[config.mk]
export PLATFORM = sky130hd
export DESIGN_NAME = ycbcr444_to_422_flat
export DESIGN_NICKNAME = d
export VERILOG_FILES = /design/src/rtl/ycbcr_pkg.sv /design/src/rtl/ycbcr444_to_422_if.sv /design/src/rtl/axis_pair_buf.sv /design/src/rtl/ycbcr444_to_422.sv /design/src/flat_wrapper.sv
export SDC_FILE = /design/constraint.sdc
export NUM_CORES = 1
export LEC_CHECK = 0
export BUFFER_PORTS_ARGS = -buffer_cell sky130_fd_sc_hd__buf_2
export CAP_MARGIN = 20
export CORE_ASPECT_RATIO = 1.2
export CORE_MARGIN = 2
export CORE_UTILIZATION = 24
export DETAILED_ROUTE_END_ITERATION = 10
export PLACE_DENSITY = 0.38
export SYNTH_ARGS = -nofsm -noshare
export SYNTH_HDL_FRONTEND = slang
export SYNTH_SLANG_ARGS = --single-unit
[constraint.sdc]
create_clock -name clk_in -period 3.15 [get_ports clk_in]
set_input_delay 0.1575 -clock clk_in [delete_from_list [all_inputs] [get_ports clk_in]]
set_output_delay 0.1575 -clock clk_in [all_outputs]
set_load 0.01 [all_outputs]
[src/rtl/ycbcr_pkg.sv]
// Shared YCbCr definitions: component placement, 4:2:2 word layout and chroma averaging.
package ycbcr_pkg;

    // Component index within a 4:4:4 pixel; bit offset is index * data_width.
    localparam int unsigned Y_LSB     = 0;
    localparam int unsigned CB_LSB    = 1;
    localparam int unsigned CR_LSB    = 2;
    localparam int unsigned PIX_COMPS = 3;

    // 4:2:2 word: luma in the low component, shared chroma in the high one.
    localparam int unsigned WORD_Y_LSB = 0;
    localparam int unsigned WORD_C_LSB = 1;
    localparam int unsigned WORD_COMPS = 2;

    localparam int unsigned AVG_MAX_W = 16;
    localparam int unsigned AVG_SUM_W = AVG_MAX_W + 1;

    typedef enum logic {
        PH_EVEN = 1'b0,
        PH_ODD  = 1'b1
    } phase_e;

    // Round-half-up mean; the extra sum bit makes the result always fit the operand width.
    function automatic logic [AVG_MAX_W-1:0] avg_rnd(input logic [AVG_MAX_W-1:0] a,
                                                     input logic [AVG_MAX_W-1:0] b);
        logic [AVG_SUM_W-1:0] s;
        s = AVG_SUM_W'(a) + AVG_SUM_W'(b) + AVG_SUM_W'(1);
        return s[AVG_SUM_W-1:1];
    endfunction

endpackage

[src/rtl/ycbcr444_to_422_if.sv]
// Stream bundle for the 4:4:4 -> 4:2:2 converter: r* is the 4:4:4 input, t* the 4:2:2 output.
interface ycbcr444_to_422_if
    import ycbcr_pkg::*;
#(
    parameter int unsigned DW = 8
);
    logic [PIX_COMPS*DW-1:0]  rdata;
    logic                     rvalid;
    logic                     rready;
    logic                     rlast;
    logic                     ruser;
    logic [WORD_COMPS*DW-1:0] tdata;
    logic                     tvalid;
    logic                     tready;
    logic                     tlast;
    logic                     tuser;

    modport master (
        output rdata, rvalid, rlast, ruser, tready,
        input  rready, tdata, tvalid, tlast, tuser
    );

    modport slave (
        input  rdata, rvalid, rlast, ruser, tready,
        output rready, tdata, tvalid, tlast, tuser
    );
endinterface

[src/rtl/axis_pair_buf.sv]
// Two-entry output FIFO with registered AXI4-Stream outputs; accepts one or two words per cycle.
module axis_pair_buf #(
    parameter int unsigned W = 16
) (
    input  logic         clk,
    input  logic         reset,
    input  logic         push1,
    input  logic         push2,
    input  logic [W-1:0] word0,
    input  logic         word0_last,
    input  logic         word0_user,
    input  logic [W-1:0] word1,
    input  logic         word1_last,
    input  logic         word1_user,
    output logic [1:0]   count,
    input  logic         tready,
    output logic         tvalid,
    output logic [W-1:0] tdata,
    output logic         tlast,
    output logic         tuser
);
    localparam int unsigned CNT_W = 2;

    logic [W-1:0]     d0_q, d0_d, d1_q, d1_d;
    logic             l0_q, l0_d, l1_q, l1_d;
    logic             u0_q, u0_d, u1_q, u1_d;
    logic [CNT_W-1:0] count_q, count_d;
    logic             tvalid_q, tvalid_d;
    logic             pop_c;
    logic [CNT_W-1:0] base_c;

    assign pop_c = tvalid_q & tready;

    // Entry 0 is the output register; entry 1 shifts into it on a pop, new words append behind.
    always_comb begin
        d0_d     = d0_q;
        l0_d     = l0_q;
        u0_d     = u0_q;
        d1_d     = d1_q;
        l1_d     = l1_q;
        u1_d     = u1_q;
        base_c   = count_q - CNT_W'(pop_c);
        count_d  = base_c + CNT_W'(push1) + (push2 ? CNT_W'(2) : CNT_W'(0));
        if (base_c == CNT_W'(0)) begin
            if (push1 || push2) begin
                d0_d = word0;
                l0_d = word0_last;
                u0_d = word0_user;
            end
            if (push2) begin
                d1_d = word1;
                l1_d = word1_last;
                u1_d = word1_user;
            end
        end else if (base_c == CNT_W'(1)) begin
            if (pop_c) begin
                d0_d = d1_q;
                l0_d = l1_q;
                u0_d = u1_q;
            end
            if (push1) begin
                d1_d = word0;
                l1_d = word0_last;
                u1_d = word0_user;
            end
        end
        tvalid_d = (count_d != CNT_W'(0));
    end

    always_ff @(posedge clk) begin
        if (reset) begin
            d0_q     <= '0;
            l0_q     <= 1'b0;
            u0_q     <= 1'b0;
            d1_q     <= '0;
            l1_q     <= 1'b0;
            u1_q     <= 1'b0;
            count_q  <= '0;
            tvalid_q <= 1'b0;
        end else begin
            d0_q     <= d0_d;
            l0_q     <= l0_d;
            u0_q     <= u0_d;
            d1_q     <= d1_d;
            l1_q     <= l1_d;
            u1_q     <= u1_d;
            count_q  <= count_d;
            tvalid_q <= tvalid_d;
        end
    end

    assign count  = count_q;
    assign tvalid = tvalid_q;
    assign tdata  = d0_q;
    assign tlast  = l0_q;
    assign tuser  = u0_q;

endmodule

[src/rtl/ycbcr444_to_422.sv]
// YCbCr 4:4:4 -> 4:2:2 converter: pairs pixels per line, Cb rides the even word, Cr the odd word.
module ycbcr444_to_422
    import ycbcr_pkg::*;
#(
    parameter int unsigned data_width = 8,
    parameter bit          avg_en     = 1'b1
) (
    input  logic             clk_in,
    input  logic             reset,
    ycbcr444_to_422_if.slave bus
);
    localparam int unsigned DW = data_width;
    localparam int unsigned WW = WORD_COMPS * DW;

    logic [DW-1:0] y_in, cb_in, cr_in;
    logic [DW-1:0] h_y_q, h_y_d, h_cb_q, h_cb_d, h_cr_q, h_cr_d;
    logic          h_user_q, h_user_d;
    phase_e        phase_q, phase_d;
    logic          run_q, run_d;

    logic [DW-1:0] cb_avg_c, cr_avg_c;
    logic          push1_c, push2_c;
    logic [WW-1:0] w0_c, w1_c;
    logic          w0_last_c, w0_user_c, w1_last_c, w1_user_c;
    logic [1:0]    count_c;
    logic          pop_c, room_c, rready_c, acc_c;
    logic          tvalid_w, tlast_w, tuser_w;
    logic [WW-1:0] tdata_w;

    assign y_in  = bus.rdata[Y_LSB*DW  +: DW];
    assign cb_in = bus.rdata[CB_LSB*DW +: DW];
    assign cr_in = bus.rdata[CR_LSB*DW +: DW];

    assign cb_avg_c = avg_en ? DW'(avg_rnd(AVG_MAX_W'(h_cb_q), AVG_MAX_W'(cb_in))) : h_cb_q;
    assign cr_avg_c = avg_en ? DW'(avg_rnd(AVG_MAX_W'(h_cr_q), AVG_MAX_W'(cr_in))) : cr_in;

    assign pop_c = tvalid_w & bus.tready;

    // An even pixel may push at most one word, an odd pixel two; admit only when P has room.
    always_comb begin
        room_c = 1'b0;
        if (phase_q == PH_EVEN) begin
            room_c = (count_c <= 2'd1) || ((count_c == 2'd2) && pop_c);
        end else begin
            room_c = (count_c == 2'd0) || ((count_c == 2'd1) && pop_c);
        end
    end

    assign rready_c   = run_q & ~reset & room_c;
    assign acc_c      = bus.rvalid & rready_c;
    assign bus.rready = rready_c;

    always_comb begin
        phase_d   = phase_q;
        h_y_d     = h_y_q;
        h_cb_d    = h_cb_q;
        h_cr_d    = h_cr_q;
        h_user_d  = h_user_q;
        run_d     = 1'b1;
        push1_c   = 1'b0;
        push2_c   = 1'b0;
        w0_c      = '0;
        w1_c      = '0;
        w0_last_c = 1'b0;
        w0_user_c = 1'b0;
        w1_last_c = 1'b0;
        w1_user_c = 1'b0;
        if (acc_c) begin
            if (phase_q == PH_EVEN) begin
                if (bus.rlast) begin
                    push1_c                   = 1'b1;
                    w0_c[WORD_Y_LSB*DW +: DW] = y_in;
                    w0_c[WORD_C_LSB*DW +: DW] = cb_in;
                    w0_last_c                 = 1'b1;
                    w0_user_c                 = bus.ruser;
                end else begin
                    h_y_d    = y_in;
                    h_cb_d   = cb_in;
                    h_cr_d   = cr_in;
                    h_user_d = bus.ruser;
                    phase_d  = PH_ODD;
                end
            end else if (bus.ruser) begin
                // Frame restart mid-pair: the held pixel leaves alone, the new one becomes even.
                w0_c[WORD_Y_LSB*DW +: DW] = h_y_q;
                w0_c[WORD_C_LSB*DW +: DW] = h_cb_q;
                w0_user_c                 = h_user_q;
                if (bus.rlast) begin
                    push2_c                   = 1'b1;
                    w1_c[WORD_Y_LSB*DW +: DW] = y_in;
                    w1_c[WORD_C_LSB*DW +: DW] = cb_in;
                    w1_last_c                 = 1'b1;
                    w1_user_c                 = 1'b1;
                    phase_d                   = PH_EVEN;
                end else begin
                    push1_c  = 1'b1;
                    h_y_d    = y_in;
                    h_cb_d   = cb_in;
                    h_cr_d   = cr_in;
                    h_user_d = 1'b1;
                end
            end else begin
                push2_c                   = 1'b1;
                w0_c[WORD_Y_LSB*DW +: DW] = h_y_q;
                w0_c[WORD_C_LSB*DW +: DW] = cb_avg_c;
                w0_user_c                 = h_user_q;
                w1_c[WORD_Y_LSB*DW +: DW] = y_in;
                w1_c[WORD_C_LSB*DW +: DW] = cr_avg_c;
                w1_last_c                 = bus.rlast;
                phase_d                   = PH_EVEN;
            end
        end
    end

    always_ff @(posedge clk_in) begin
        if (reset) begin
            phase_q  <= PH_EVEN;
            h_y_q    <= '0;
            h_cb_q   <= '0;
            h_cr_q   <= '0;
            h_user_q <= 1'b0;
            run_q    <= 1'b0;
        end else begin
            phase_q  <= phase_d;
            h_y_q    <= h_y_d;
            h_cb_q   <= h_cb_d;
            h_cr_q   <= h_cr_d;
            h_user_q <= h_user_d;
            run_q    <= run_d;
        end
    end

    axis_pair_buf #(
        .W (WW)
    ) u_pair_buf (
        .clk        (clk_in),
        .reset      (reset),
        .push1      (push1_c),
        .push2      (push2_c),
        .word0      (w0_c),
        .word0_last (w0_last_c),
        .word0_user (w0_user_c),
        .word1      (w1_c),
        .word1_last (w1_last_c),
        .word1_user (w1_user_c),
        .count      (count_c),
        .tready     (bus.tready),
        .tvalid     (tvalid_w),
        .tdata      (tdata_w),
        .tlast      (tlast_w),
        .tuser      (tuser_w)
    );

    assign bus.tvalid = tvalid_w;
    assign bus.tdata  = tdata_w;
    assign bus.tlast  = tlast_w;
    assign bus.tuser  = tuser_w;

endmodule

[src/flat_wrapper.sv]
// flat-port wrapper written by rule: the top's interface ports become plain ports
module ycbcr444_to_422_flat import ycbcr_pkg::*;
#(
    parameter int unsigned data_width = 8,
    parameter bit          avg_en     = 1'b1
)
  (clk_in, reset, bus_rdata, bus_rvalid, bus_rlast, bus_ruser, bus_tready, bus_rready, bus_tdata, bus_tvalid, bus_tlast, bus_tuser);
  ycbcr444_to_422_if #(.DW((8))) bus_i ();
  input  logic clk_in;
  input  logic reset;
  input wire logic [$bits(bus_i.rdata)-1:0] bus_rdata;
  input wire logic [$bits(bus_i.rvalid)-1:0] bus_rvalid;
  input wire logic [$bits(bus_i.rlast)-1:0] bus_rlast;
  input wire logic [$bits(bus_i.ruser)-1:0] bus_ruser;
  input wire logic [$bits(bus_i.tready)-1:0] bus_tready;
  output wire logic [$bits(bus_i.rready)-1:0] bus_rready;
  output wire logic [$bits(bus_i.tdata)-1:0] bus_tdata;
  output wire logic [$bits(bus_i.tvalid)-1:0] bus_tvalid;
  output wire logic [$bits(bus_i.tlast)-1:0] bus_tlast;
  output wire logic [$bits(bus_i.tuser)-1:0] bus_tuser;
  assign bus_i.rdata = bus_rdata;
  assign bus_i.rvalid = bus_rvalid;
  assign bus_i.rlast = bus_rlast;
  assign bus_i.ruser = bus_ruser;
  assign bus_i.tready = bus_tready;
  assign bus_rready = bus_i.rready;
  assign bus_tdata = bus_i.tdata;
  assign bus_tvalid = bus_i.tvalid;
  assign bus_tlast = bus_i.tlast;
  assign bus_tuser = bus_i.tuser;
  ycbcr444_to_422 #(.data_width(data_width), .avg_en(avg_en)) u_core (.clk_in(clk_in), .reset(reset), .bus(bus_i));
endmodule
==> flow_summary.ini, run 1 <==
[power]
p_int_uw = 1760
swShare_pct = 35.1
seq_power_share_pct = 34.1
power_switching_uw = 951
comb_power_share_pct = 27.5
clockPowerShare_pct = 38.4
vdd_ir_drop_max_v = 0.000248
p_leak_uw = 0.00178
p_per_area_nw_per_um2 = 582

[final_layout]
diodes = 0
drive_gt1_share_pct = 17.5
final_area_um2 = 4650
syn_to_final_growth_pct = 20.4
nNetsFinal = 598

[sta]
post-route-period-util_pct = 86.2
skew_ns = 0.00710
tns_ns = 0
rsz0062_at_grt = no
setup_violations = 0
period_minus_slack_ns = 2.72
relSlewSlack_pct = 40.1
tightest_slew_ns = 0.875
setup_ws_ns = 0.434
max_freq_mhz = 368
hold_viol = 0
finalMaxSlewViolations = 0

[cts]
cts_resized = 0
cts-buffers-inserted = 9
cts_tree = built
cts-hold-fix-buffers = 0
cts_setup_buffers = 0
cts_root_buf = clkbuf_16
cts_buffer_depth = 2
h-tree-depth = 3
cts_sinks = 66
clk_latency_ns = 0.34
cts.clk_slew.worst_paths_ns = 0.06

[synth]
synthDistinctLibCells = 66
synth-async-reset-ratio_pct = 0
syn_nets = 555
synthCells = 507
avgSynthCellArea_um2 = 7.63
ys_seq_elements = 66
yosysSeqAreaShare_pct = 34.2
ys.flop_type = dfxtp_1
synth_edf_count = 0
syn_area_um2 = 3870
synth_warnings = 0

[critical_path]
endpoint = u_core.u_pair_buf.d1_q[15]
crit_cells = 9
crit_fanout = 3
crit_start = u_core.h_cr_q[0]
path_cells = nor2_1 > fa_1 > nor2b_1 > o21a_1 > a31o_2 > a2111oi_0 > buf_4 > a2111oi_0 > o221a_2
rrSetupSlack_ns = 0.43
worstPathRequired_ns = 3.43
cpMostUsedCell = a2111oi_0
crit_path_max_incr_delay_ns = 0.77
critPathTopFamily = compound AO/OA/AOI/OAI gates
critical_path_buf_inv_count = 1
worstPathArrival_ns = 3.00
crit_path_start_kind = register
r2r_end = u_core.u_pair_buf.d1_q[15]
criticalPathCategory = register to register
r2r_cells = 9
end_kind = register
crit_slowest_cell = a2111oi_0
regToRegStartpoint = u_core.h_cr_q[0]

[route]
wl_per_cell_um = 16.3
drt.antenna.violating_nets = 0
viasPerCell = 4.93
postRouteWirelength_um = 12400
initialDrtViolationCount = 282
drc = 0
vias = 3758
dr.pass1.iters = 5

[placed_design]
place_ws_ns = 0.351
placed_cell_area_um2 = 4350
routabilityCongestion = 0.804
port_buffers = 49
dpl.hpwl_um = 8930

[global_route]
overflow = 0
antenna_found_initial = 0
grt_pass1_vias = 3607
grt_pass1_wl_um = 20000
grt_max_degree = 60
grt.total_usage_pct = 14.9

[floorplan]
row_count = 50
core_um2 = 15700
io_pins = 50
initial_core_util_pct = 24.6
dieWidth_um = 120
die_y_um = 143
dieArea_um2 = 17100

[job]
drv_cap = 0

[worst_hold_path]
hold_path_class = input port to register

[status]
status = finished clean
## worst min path at each step
stage                  start                          to  slack, ns  cells past startpoint
2_1_floorplan          reset  u_core.u_pair_buf.count[1]       0.24                      1
3_3_place_gp   bus_rdata[18]            u_core.h_cr_q[2]       0.42                      3
3_5_place_dp   bus_rdata[20]            u_core.h_cr_q[4]       0.42                      3
4_1_cts        bus_rdata[20]            u_core.h_cr_q[4]       0.06                      3
5_1_grt        bus_rdata[17]            u_core.h_cr_q[1]       0.08                      3
6_report       bus_rdata[19]            u_core.h_cr_q[3]       0.07                      3
## cell type report
cell class | instances | area [µm²]
clock buffers | 9 | 225
clock inverters | 7 | 77.6
well taps | 208 | 260
fillers | 1680 | 11000
multi-input cells | 398 | 2360
inverters | 8 | 30.0
flip-flops and latches | 66 | 1320
repair buffers | 67 | 380
## placed cells by master, fill, tap and decap left out, types with 2 or more instances in the layout
master | Yosys | routed
o211ai_1 | 5 | 5
o311ai_0 | 2 | 2
o22ai_1 | 2 | 2
o221ai_1 | 10 | 10
nor2_1 | 52 | 52
o2111a_1 | 2 | 2
a222oi_1 | 8 | 8
a21o_1 | 5 | 5
a311oi_1 | 3 | 3
a31oi_1 | 7 | 7
inv_1 | 7 | 7
ha_1 | 16 | 16
nand2b_1 | 2 | 2
a21oi_1 | 64 | 64
a211oi_1 | 4 | 4
o21a_1 | 5 | 5
o21ai_0 | 17 | 17
clkbuf_16 | 0 | 9
buf_2 | 17 | 49
clkinv_4 | 0 | 3
mux2i_1 | 4 | 4
a221oi_1 | 2 | 2
a2111oi_0 | 2 | 2
nor3_1 | 14 | 14
a21oi_2 | 2 | 2
nand3_1 | 14 | 14
or3_1 | 2 | 2
buf_4 | 1 | 18
o31ai_1 | 6 | 6
xnor2_1 | 9 | 9
nor2b_1 | 5 | 5
fa_1 | 2 | 2
nand2_1 | 101 | 101
dfxtp_1 | 66 | 66
## worst reg2reg max path: cells and delay by family, from the launching register on
kind            cells  cell delay, ns
buf+inv             1            0.15
fa+ha+maj           1            0.42
simple gates        2            0.20
flops               1            0.35
compound gates      5            1.54
## stage by stage
step | instances | power [µW] | hold WS, ns | utilization [%]
final | 763 | 2710 | 0.0745 | 29.6
after floorplan | 507 | 1440 | 0.236 | -
after global routing | 763 | 2850 | 0.0768 | 29.6
after detailed placement | 747 | 1700 | 0.422 | 27.7
after CTS | 763 | 2740 | 0.0599 | 29.6
after global placement | 747 | 1690 | 0.420 | 27.7
## per-layer routing
metal | share of wire [%] | routed length, µm | GRT usage, % | vias up
li1 | - | - | - | 1918
met5 | 0 | 0 | 0 | -
met2 | 47 | 5860 | 24.6 | 67
met4 | 1.2 | 148 | 4.77 | 0
met3 | 2.9 | 362 | 2.52 | 11
met1 | 49 | 6040 | 19.9 | 1762
## cell families (layout without fill, tap and decap cells)
group	after synthesis	after routing	synth area share [%]
multiplexers	4	4	1.04
XOR/XNOR	11	11	2.69
flip-flops	66	66	34.2
buffers and inverters	43	91	4.82
adder cells (fa/ha/maj)	18	18	6.21
AO/OA/AOI/OAI	164	164	28.9
AND/OR/NAND/NOR	201	201	22.2
## cell usage after synthesis (2+ instances only)
| library cell | count | area, µm² |
|---|---|---|
| a31oi_1 | 7 | 43.8 |
| a221oi_1 | 2 | 17.5 |
| a21oi_1 | 64 | 320 |
| dfxtp_1 | 66 | 1320 |
| o221ai_1 | 10 | 87.6 |
| clkbuf_1 | 14 | 52.6 |
| o2111a_1 | 2 | 22.5 |
| o21a_1 | 5 | 37.5 |
| a222oi_1 | 8 | 80.1 |
| nor2_1 | 52 | 195 |
| or3_1 | 2 | 12.5 |
| a311oi_1 | 3 | 26.3 |
| o31ai_1 | 6 | 45.0 |
| o22ai_1 | 2 | 12.5 |
| nor2b_1 | 5 | 31.3 |
| ha_1 | 16 | 200 |
| nand2b_1 | 2 | 12.5 |
| xnor2_1 | 9 | 78.8 |
| inv_1 | 7 | 26.3 |
| a21o_1 | 5 | 37.5 |
| fa_1 | 2 | 40.0 |
| o311ai_0 | 2 | 17.5 |
| buf_2 | 17 | 85.1 |
| a2111oi_0 | 2 | 17.5 |
| nand2_1 | 101 | 379 |
| nand3_1 | 14 | 70.1 |
| buf_1 | 3 | 11.3 |
| o21ai_0 | 17 | 85.1 |
| mux2i_1 | 4 | 40.0 |
| o211ai_1 | 5 | 37.5 |
| a211oi_1 | 4 | 30.0 |
| a21oi_2 | 2 | 17.5 |
| nor3_1 | 14 | 70.1 |
## flip-flops by register name, summed over array words and instances, names as in the netlist
register,flops
u_core.u_pair_buf.u1_q,1
u_core.u_pair_buf.l1_q,1
u_core.u_pair_buf.tuser,1
u_core.h_y_q,8
u_core.u_pair_buf.tvalid,1
u_core.u_pair_buf.tlast,1
u_core.h_cr_q,8
u_core.phase_q,1
u_core.h_cb_q,8
u_core.u_pair_buf.d1_q,16
u_core.run_q,1
u_core.u_pair_buf.count,2
u_core.u_pair_buf.tdata,16
u_core.h_user_q,1
## power groups by stage
stage	clock network, µW	registers [µW]	logic, µW
2_1_floorplan	0	949	487
3_3_place_gp	0	941	749
3_5_place_dp	0	943	752
4_1_cts	1060	924	754
5_1_grt	1100	931	822
6_report	1040	924	746
(Power assumes the default switching activity.)
==> run 2, diff against run 1 <==
Settings changed: CELL_PAD_IN_SITES_DETAIL_PLACEMENT from default to 0, CELL_PAD_IN_SITES_GLOBAL_PLACEMENT from default to 2, PLACE_DENSITY 0.38 to 0.58.
==> flow_summary.ini, run 2 (synthesized netlist as in run 1, its figures left out) <==
[final_layout]
multi_input_area_um2 = 2360
syn_to_final_growth_pct = 19.8
layout_commonest_cell = nand2_1
fillers = 1730
nNetsFinal = 595
drive_gt1_share_pct = 17.2
diodes = 0
seq_area_um2 = 1320
final_area_um2 = 4630
utilization_pct = 29.5
layout_common_cells = nand2_1 (101), dfxtp_1 (65), a21oi_1 (64), nor2_1 (52), buf_2 (49)

[placed_design]
port_buffers = 49
dpl.hpwl_um = 9070
placed_cell_area_um2 = 4330
routabilityCongestion = 0.764

[global_route]
grt_max_degree = 60
grt.total_usage_pct = 15.6
antenna_found_initial = 0
grt_pass1_vias = 3687
overflow = 0
grt_pass1_wl_um = 20800

[sta]
post-route-period-util_pct = 78.7
relSlewSlack_pct = 47.6
hold_viol = 0
tightest_slew_ns = 0.786
tns_ns = 0
finalMaxSlewViolations = 0
setup_violations = 0
skew_ns = 0.00776
period_minus_slack_ns = 2.48
rsz0062_at_grt = no
max_freq_mhz = 403
whs_ns = 0.0688

[critical_path]
critical_path_buf_inv_count = 1
crit_path_start_kind = register
worstPathRequired_ns = 3.36
crit_slowest_cell = a211o_1
r2r_cells = 8
end_kind = register
path_cells = and2_0 > ha_1 > buf_4 > xnor2_1 > nand2_1 > a211o_1 > a222oi_1 > nor2_1
criticalPathCategory = register to register
worstPathArrival_ns = 2.68
critPathTopFamily = compound AO/OA/AOI/OAI gates
crit_path_max_incr_delay_ns = 0.54
crit_cells = 8
crit_fanout = 15

[route]
viasPerCell = 4.96
initialDrtViolationCount = 241
wl_per_cell_um = 17.0
drc = 0
drt.antenna.violating_nets = 0
vias = 3770
dr.pass1.iters = 4
postRouteWirelength_um = 12900

[floorplan]
die_y_um = 143
dieArea_um2 = 17100
core_um2 = 15700
row_count = 50
initial_core_util_pct = 24.6
dieWidth_um = 120
io_pins = 50

[status]
status = finished clean

[power]
p_per_area_nw_per_um2 = 591
p_leak_uw = 0.00176
vdd_ir_drop_max_v = 0.000214

[worst_hold_path]
min_path_cells = 3
hold_path_class = input port to register

[cts]
cts-hold-fix-buffers = 0
h-tree-depth = 3
cts_tree = built
cts_buffer_depth = 2
cts_setup_buffers = 0
cts_sinks = 66
clk_latency_ns = 0.34
cts-buffers-inserted = 9
cts_root_buf = clkbuf_16
cts_resized = 0
cts.clk_slew.worst_paths_ns = 0.06

[job]
drv_cap = 0
## run 2: path summary, 6_finish.rpt
| kind | start | to | slack (ns) |
|---|---|---|---|
| worst min-delay path | bus_rdata[19] | u_core.h_cr_q[3] | 0.07 |
| worst max-delay path | u_core.u_pair_buf.tvalid | u_core.u_pair_buf.d1_q[4] | 0.67 |
| worst min register to register | u_core.u_pair_buf.tuser | u_core.u_pair_buf.tuser | 0.45 |
| worst max register to register | u_core.u_pair_buf.tvalid | u_core.u_pair_buf.d1_q[4] | 0.67 |
## run 2: cell type report
class / count / share of cell area (%)
multi-input combinational: 398 / 50.9
sequential: 66 / 28.6
timing repair buffer: 64 / 7.73
tap: 208 / 5.62
clock buffer: 9 / 4.86
clock inverter: 7 / 1.67
inverter: 8 / 0.648
## run 2: stage by stage
stage | power (µW) | std cells | worst slack (ns)
CTS | 2760 | 760 | 0.658
detailed placement | 1700 | 744 | 0.675
global placement | 1700 | 744 | 0.719
floorplan | 1440 | 507 | 0.787
global route | 2890 | 760 | 0.439
finish | 2740 | 760 | 0.671
## run 2: routing by layer
layer | vias to the layer above | GRT usage [%] | share of wire (%)
li1 | 1916 | - | -
met1 | 1770 | 21.1 | 48
met2 | 74 | 25.3 | 46
met3 | 10 | 3.04 | 4.0
met4 | 0 | 4.40 | 1.3
met5 | - | 0 | 0
## run 2: worst register-to-register path, cell delays in order (launching register included)
cell	delay, ns
dfxtp_1	0.30
and2_0	0.17
ha_1	0.35
buf_4	0.25
xnor2_1	0.14
nand2_1	0.10
a211o_1	0.54
a222oi_1	0.42
nor2_1	0.06
## run 2: where the power goes
group	leakage, µW	internal, µW	switching [µW]	total [µW]
registers	0.000534	888	36.4	924
clock network	0.000146	620	442	1060
logic	0.00108	247	505	752
==> run 3, diff against run 2 <==
Clock period 3.15 ns to 2.5 ns, I/O delays scaled along.
==> flow_summary.ini, run 3 (synthesized netlist as in run 1, its figures left out) <==
[critical_path]
r2r_cells = 8
crit_fanout = 3
worstPathRequired_ns = 2.79
criticalPathCategory = register to register
r2r_end = u_core.u_pair_buf.d1_q[15]
crit_path_start_kind = register
worstPathArrival_ns = 2.72
regToRegStartpoint = u_core.h_cr_q[0]
rrSetupSlack_ns = 0.07
end_kind = register

[global_route]
overflow = 0
grt.total_usage_pct = 15.9
antenna_found_initial = 0
grt_max_degree = 60
grt_pass1_vias = 3715
grt_pass1_wl_um = 20900

[cts]
h-tree-depth = 3
cts_sinks = 66
cts_setup_buffers = 0
cts_root_buf = clkbuf_16
clk_latency_ns = 0.34
cts_buffer_depth = 2
cts_tree = built
cts-buffers-inserted = 9
cts.clk_slew.worst_paths_ns = 0.06

[floorplan]
io_pins = 50
dieWidth_um = 120
row_count = 50
dieArea_um2 = 17100
initial_core_util_pct = 24.6
core_um2 = 15700
die_y_um = 143

[final_layout]
layoutNonFillerInstCount = 775
multi_input_area_um2 = 2360
fillers = 1717
drive_gt1_share_pct = 19.4
diodes = 0
layout_common_cells = nand2_1 (101), dfxtp_1 (65), a21oi_1 (64), nor2_1 (52), buf_2 (49)
layout_commonest_cell = nand2_1
syn_to_final_growth_pct = 22.6
seq_area_um2 = 1320
nNetsFinal = 610

[status]
status = finished clean

[sta]
period_minus_slack_ns = 2.43
relSlewSlack_pct = 27.8
tightest_slew_ns = 1.08
setup_violations = 0
setup_ws_ns = 0.0668
finalMaxSlewViolations = 0
skew_ns = 0.00604
hold_viol = 0
max_freq_mhz = 411
post-route-period-util_pct = 97.3
rsz0062_at_grt = no

[placed_design]
place_ws_ns = -0.0116
dpl.hpwl_um = 9550
port_buffers = 49
routabilityCongestion = 0.769
dpl.cell_count = 759

[worst_hold_path]
min_path_cells = 3
hold_path_class = input port to register
min_to = u_core.h_cr_q[5]
hp-start = bus_rdata[21]

[route]
initialDrtViolationCount = 198
drt.antenna.violating_nets = 0
dr.pass1.iters = 5
wl_per_cell_um = 17.0
drc = 0
vias = 3866
viasPerCell = 4.99
postRouteWirelength_um = 13200

[power]
clockPowerShare_pct = 37.4
p_leak_uw = 0.00183
p_int_uw = 2250
p_per_area_nw_per_um2 = 736
swShare_pct = 35.3
seq_power_share_pct = 33.4
comb_power_share_pct = 29.3
vdd_ir_drop_max_v = 0.000316
power_switching_uw = 1230

[job]
drv_cap = 0
## run 3: worst max-delay path, stage by stage, from the launching register on
cell       delay [ns]
dfxtp_1          0.36
nor2_1           0.08
fa_1             0.43
nor2b_1          0.13
o21a_1           0.17
a31o_2           0.19
a2111oi_0        0.12
a2111oi_1        0.61
o221a_2          0.30
## run 3: how the worst max path moves through the flow
| stage | start | end | slack, ns |
|---|---|---|---|
| floorplan | u_core.u_pair_buf.tvalid | u_core.u_pair_buf.d1_q[4] | 0.14 |
| global placement | u_core.h_cr_q[0] | u_core.u_pair_buf.d1_q[15] | -0.02 |
| detailed placement | u_core.h_cr_q[0] | u_core.u_pair_buf.d1_q[15] | -0.01 |
| CTS | u_core.h_cr_q[0] | u_core.u_pair_buf.d1_q[15] | 0.09 |
| global route | u_core.h_cr_q[0] | u_core.u_pair_buf.d1_q[15] | 0.03 |
| finish | u_core.h_cr_q[0] | u_core.u_pair_buf.d1_q[15] | 0.07 |
## run 3: final cells by class
class | instances | share of cell area [%]
Timing Repair Buffer | 79 | 9.93
Tap cell | 208 | 5.49
Sequential cell | 66 | 27.9
Clock buffer | 10 | 4.83
Clock inverter | 6 | 1.40
Multi-Input combinational cell | 398 | 49.8
Inverter | 8 | 0.634
## run 3: power by group through the flow
stage	registers, µW	clock network (µW)	logic, µW
floorplan	1200	0	613
global placement	1180	0	1020
detailed placement	1190	0	1020
CTS	1160	1340	1030
global route	1170	1380	1120
finish	1160	1300	1020
## run 3: routing by layer
metal | vias to the layer above | routed length [µm] | global-route usage, %
met5 | - | 0 | 0
met4 | 0 | 190 | 5.45
met3 | 13 | 407 | 1.96
met2 | 86 | 6120 | 25.6
met1 | 1820 | 6470 | 22.0
li1 | 1947 | - | -
## run 3: what timing repair did
item | 4_1_cts | 5_1_grt
setup endpoints to repair | 1 | 6
pin swaps | 0 | 0
hold buffers | 0 | 0
gates resized for setup | 1 | 1
## run 3: through the flow
stage | hold WS, ns | cell area (µm²) | util [%] | TNS, ns | power (µW)
finish | 0.0356 | 4740 | 30.2 | 0 | 3490
floorplan | 0.204 | 3870 | - | 0 | 1810
CTS | 0.0273 | 4740 | 30.2 | 0 | 3530
detailed placement | 0.390 | 4440 | 28.3 | -0.0116 | 2210
global route | 0.0488 | 4740 | 30.2 | 0 | 3670
global placement | 0.385 | 4440 | 28.3 | -0.0160 | 2210
